$ cat src/rtl/video_stream_formatter.sv
// Raster-to-stream formatter: tags SOF/EOL, buffers pixels in a show-ahead FIFO, measures line/frame size.
// Define VSF_STATS_EN to build the line_len / frame_lines measurement counters (tied to 0 otherwise).
module video_stream_formatter #(
    parameter int DATA_W     = 8,
    parameter int DEPTH_LOG2 = 4,
    parameter int N          = 12
) (
    input  logic              clk,
    input  logic              reset,
    input  logic              sync_frame,
    input  logic              pix_en,
    input  logic [DATA_W-1:0] pix_data,
    input  logic              m_ready,
    output logic              m_valid,
    output logic [DATA_W-1:0] m_data,
    output logic              m_sof,
    output logic              m_eol,
    output logic              ovf,
    output logic [N-1:0]      line_len,
    output logic [N-1:0]      frame_lines
);
    localparam int DEPTH  = 1 << DEPTH_LOG2;
    localparam int WORD_W = DATA_W + 2;

    logic                sync_q, sync_qq, en_q, en_qq;
    logic                sync_rise, en_fall;
    logic                synced, sof_arm, drop_line;
    logic                hold_vld, hold_sof;
    logic [DATA_W-1:0]   hold_data;
    logic [WORD_W-1:0]   mem [DEPTH];
    logic [DEPTH_LOG2:0] wr_ptr, rd_ptr;
    logic                empty, full, capture, push_try, drop, push, pop;

    assign sync_rise = sync_q & ~sync_qq;
    assign en_fall   = en_qq & ~en_q;

    assign empty    = (wr_ptr == rd_ptr);
    assign full     = (wr_ptr[DEPTH_LOG2] != rd_ptr[DEPTH_LOG2]) &&
                      (wr_ptr[DEPTH_LOG2-1:0] == rd_ptr[DEPTH_LOG2-1:0]);
    // Stream handshake: a word transfers when m_valid && m_ready; while m_valid=1 the word is held until taken.
    assign pop      = m_valid & m_ready;
    assign capture  = pix_en & synced & ~drop_line;
    assign push_try = hold_vld & ~drop_line;
    assign drop     = push_try & full & ~pop;
    assign push     = push_try & ~drop;

    always_ff @(posedge clk or negedge reset) begin
        if (!reset) begin
            sync_q    <= 1'b0;
            sync_qq   <= 1'b0;
            en_q      <= 1'b0;
            en_qq     <= 1'b0;
            synced    <= 1'b0;
            sof_arm   <= 1'b0;
            drop_line <= 1'b0;
            ovf       <= 1'b0;
            hold_vld  <= 1'b0;
            hold_sof  <= 1'b0;
            hold_data <= '0;
            wr_ptr    <= '0;
            rd_ptr    <= '0;
        end else begin
            sync_q  <= sync_frame;
            sync_qq <= sync_q;
            en_q    <= pix_en;
            en_qq   <= en_q;
            if (sync_rise) begin
                synced  <= 1'b1;
                sof_arm <= 1'b1;
            end else if (capture) begin
                sof_arm <= 1'b0;
            end
            hold_vld <= capture;
            if (capture) begin
                hold_sof  <= sof_arm;
                hold_data <= pix_data;
            end
            // A failed push abandons the rest of the line so no EOL-less fragment mixes with the next one.
            if (drop) begin
                ovf       <= 1'b1;
                drop_line <= 1'b1;
            end else if (en_fall) begin
                drop_line <= 1'b0;
            end
            if (push) wr_ptr <= wr_ptr + 1'b1;
            if (pop)  rd_ptr <= rd_ptr + 1'b1;
        end
    end

    // EOL is known one cycle after capture: the line ends if pix_en has dropped by push time.
    always_ff @(posedge clk) begin
        if (push) mem[wr_ptr[DEPTH_LOG2-1:0]] <= {hold_sof, ~pix_en, hold_data};
    end

    assign m_valid = ~empty;
    assign {m_sof, m_eol, m_data} = empty ? '0 : mem[rd_ptr[DEPTH_LOG2-1:0]];

`ifdef VSF_STATS_EN
    logic [N-1:0] pix_cnt, line_cnt, line_cnt_inc, line_len_r, frame_lines_r;

    // A line ending in the same cycle as a frame edge is counted into that frame.
    assign line_cnt_inc = (en_fall && line_cnt != '1) ? line_cnt + 1'b1 : line_cnt;

    always_ff @(posedge clk or negedge reset) begin
        if (!reset) begin
            pix_cnt       <= '0;
            line_cnt      <= '0;
            line_len_r    <= '0;
            frame_lines_r <= '0;
        end else begin
            if (en_fall) begin
                line_len_r <= pix_cnt;
                pix_cnt    <= '0;
            end else if (en_q && pix_cnt != '1) begin
                pix_cnt <= pix_cnt + 1'b1;
            end
            if (sync_rise) begin
                frame_lines_r <= line_cnt_inc;
                line_cnt      <= '0;
            end else begin
                line_cnt <= line_cnt_inc;
            end
        end
    end

    assign line_len    = line_len_r;
    assign frame_lines = frame_lines_r;
`else
    assign line_len    = '0;
    assign frame_lines = '0;
`endif

endmodule

$ cat config.mk
export PLATFORM = sky130hd
export DESIGN_NAME = video_stream_formatter
export DESIGN_NICKNAME = d
export VERILOG_FILES = /design/src/rtl/video_stream_formatter.sv
export SDC_FILE = /design/constraint.sdc
export NUM_CORES = 1
export LEC_CHECK = 0
export CAP_MARGIN = 10
export CORE_ASPECT_RATIO = 0.75
export CORE_MARGIN = 10
export CORE_UTILIZATION = 35
export DETAILED_ROUTE_END_ITERATION = 8
export GPL_TIMING_DRIVEN = 0
export PLACE_DENSITY = 0.64
export SLEW_MARGIN = 15
export SYNTH_ARGS = -nofsm -noshare
export SYNTH_HDL_FRONTEND = slang
export SYNTH_SLANG_ARGS = --single-unit
$ cat constraint.sdc
create_clock -name clk -period 2.2 [get_ports clk]
set_input_delay 0.22 -clock clk [delete_from_list [all_inputs] [get_ports clk]]
set_output_delay 0.22 -clock clk [all_outputs]
set_load 0.05 [all_outputs]
==> flow_summary.ini <==
[run_status]
status = finished, violations left
violations = negative setup slack

[clock_network]
path_clk_slew_ns = 0.08
insertion_delay_ns = 0.43
cts_max_level = 4
cts.sinks = 188
cts_tree = yes
cts-buffers-inserted = 17
clockRootBuffer = clkbuf_16
cts_buffer_depth = 2

[placement]
dp_slack_ns = -0.850
gp_congestion = 0.761
port_buffers = 24
dp_hpwl_um = 10700
placed_area_um2 = 8290

[drt]
drt_iter0_markers = 420
wire_per_inst_um = 22.1
via_per_inst = 5.05
routed_wl_um = 17700
first_pass_iters = 5
drc = 0
antenna_left = 0
dr_total_vias = 4049

[logic_synthesis]
synth_cell_types = 40
syn_area_um2 = 7610
ys_ff_latch = 188
yosys_most_used_dff = edfxtp_1
yosys_warnings = 0
ys_seq_area_frac = 0.724
async_reset_ff_frac = 0.149
avgSynthCellArea_um2 = 18.7
synth_edf_count = 160
netlist_instances = 407

[critical_path]
arrival_ns = 2.30
worstSetupStartpointType = flop
critPathTopFamily = multiplexers
worstReg2RegStart = rd_ptr[0]
cp.depth = 6
cp_slowest_stage_delay_ns = 0.54
crit_end = m_data[7]
rr_worst_depth = 9
critical_path_class = flop to primary output
critPathLaunch = rd_ptr[0]
endpoint_kind = primary output
crit_required_ns = 1.98
ff2ff_setup_slack_ns = 0.04
crit_buf_inv = 3
crit_top_cell = buf_12
reg2reg_to = mem[11][6]
cp_max_fo = 8
cp_slowest_cell = mux4_2
crit_chain = buf_12 -> buf_12 -> mux4_2 -> a22oi_2 -> a21oi_1 -> buf_4

[job]
cap_viol_max_count = 0

[global_routing]
grt_pass1_wl_um = 24700
grt_use_met1 = 0.169
use_met2 = 0.176
top_usage_layer = met2
grt_use_met3 = 0.0287
antenna_found_initial = 0
track_usage = 0.118
grt_overflow_total = 0
grt_pass1_vias = 3963
grt_max_degree = 29

[timing]
final-max-slew-violation-count = 0
max-slew-margin-rel = 0.483
finalSetupTns_ns = -2.84
finalClockSkew_ns = 0.0138
fmax_mhz = 397
layout_min_cycle_time_ns = 2.52
tightestPinTransition_ns = 0.776
setup_violations = 11
rsz0062_at_grt = true
finalCritPeriodShare = 1.14
finalHoldViolations = 0
finalWorstSetupSlack_ns = -0.319

[power]
p_per_area_nw_per_um2 = 1440
switching_share = 0.381
p_sw_w = 0.00519
p_seq_frac = 0.366
p_int_w = 0.00842
clock_power_share = 0.220
p_comb_frac = 0.414
p_leak_nw = 3.34
peakVddDrop_mv = 0.584
power_w = 0.0136

[floorplanning]
fp-row-count = 46
ios = 49
die_area_um2 = 28100
coreArea_um2 = 21200
die_h_um = 148
chipWidth_um = 190
start_util = 0.358

[layout]
synthToLayoutAreaGrowth_pct = 24.3
mostFrequentLayoutCells = edfxtp_1, mux4_2, buf_4
n_antenna_cell = 0
final_common_cell = edfxtp_1
drive_gt1_frac = 0.398
stdcell_area_um2 = 9460
final_nets = 518

[hold_path]
hp-class = primary input to flop
power by group through the flow:
stage	registers [W]	clock network, W	logic (W)
3_3_place_gp	0.00500	0	0.00449
6_report	0.00498	0.00300	0.00564
4_1_cts	0.00498	0.00301	0.00513
3_5_place_dp	0.00506	0	0.00455
2_1_floorplan	0.00487	0	0.00324
5_1_grt	0.00504	0.00316	0.00596
cells by family after synthesis:
kind of cell | count (synthesis) | share of synthesized area
buf+inv | 52 | 0.0419
compound gates | 41 | 0.0398
simple gates | 65 | 0.0441
flops | 188 | 0.724
other cells | 1 | 0.000493
xor+xnor | 13 | 0.0199
mux | 42 | 0.122
fa+ha+maj | 5 | 0.00822
Yosys cell counts (2+ instances only):
library cell / n / area (um^2)
a22oi_1: 20 / 150
a21oi_1: 13 / 65.1
xor2_1: 7 / 61.3
clkbuf_1: 7 / 26.3
a31oi_1: 2 / 12.5
edfxtp_1: 160 / 4800
buf_4: 26 / 195
buf_2: 8 / 40.0
buf_6: 2 / 22.5
xor2_2: 4 / 65.1
dfrtp_1: 28 / 701
inv_1: 5 / 18.8
nor2_1: 2 / 7.51
and2_1: 6 / 37.5
and3_1: 12 / 75.1
ha_1: 5 / 62.6
nor2b_1: 4 / 25.0
nand3_1: 2 / 10.0
nand2b_1: 3 / 18.8
mux4_2: 40 / 901
nand2_1: 32 / 120
layer usage:
| layer | routed length (um) | vias to the layer above | share of wire |
|---|---|---|---|
| met5 | 0 | - | 0 |
| met4 | 159 | 0 | 0.0090 |
| met3 | 1500 | 20 | 0.085 |
| met2 | 8020 | 158 | 0.45 |
| met1 | 8010 | 2123 | 0.45 |
| li1 | - | 1748 | - |
area by class of cell:
cell class / instances / area, um^2
Timing Repair Buffer: 41 / 463
Multi-Input combinational cell: 200 / 2130
Inverter: 7 / 26.3
Tap cell: 288 / 360
Clock inverter: 15 / 153
Clock buffer: 17 / 425
Sequential cell: 188 / 5510
Buffer: 45 / 393
Fill cell: 1815 / 11800
through the flow:
step,hold WS (ns),util,instances
floorplan,-0.0756,-,430
global placement,0.359,0.391,742
detailed placement,0.280,0.390,742
CTS,0.214,0.431,782
global route,0.223,0.445,801
finish,0.219,0.445,801
worst min path at each step:
stage,startpoint,end,slack (ns),cells past startpoint
6_report,sync_frame,sync_q,0.22,1
5_1_grt,sync_frame,sync_q,0.22,1
4_1_cts,sync_frame,sync_q,0.21,1
3_5_place_dp,reset,sync_q,0.28,1
3_3_place_gp,en_q,en_qq,0.36,0
2_1_floorplan,reset,drop_line,-0.08,0
state kept, by name, indices dropped and copies added, names as in the netlist:
signal	flops
ovf	1
sof_arm	1
hold_data	8
drop_line	1
synced	1
hold_sof	1
sync_qq	1
hold_vld	1
rd_ptr	5
wr_ptr	5
sync_q	1
en_qq	1
en_q	1
mem	160
what timing repair did:
item	in CTS	in global routing
setup buffers	5	8
gates resized for setup	140	31
cloned	2	11
pin swaps	13	7
hold buffers	1	0
setup endpoints to repair	142	141
endpoints found under the hold margin	28	0
Power figures use the tool's default switching activity.
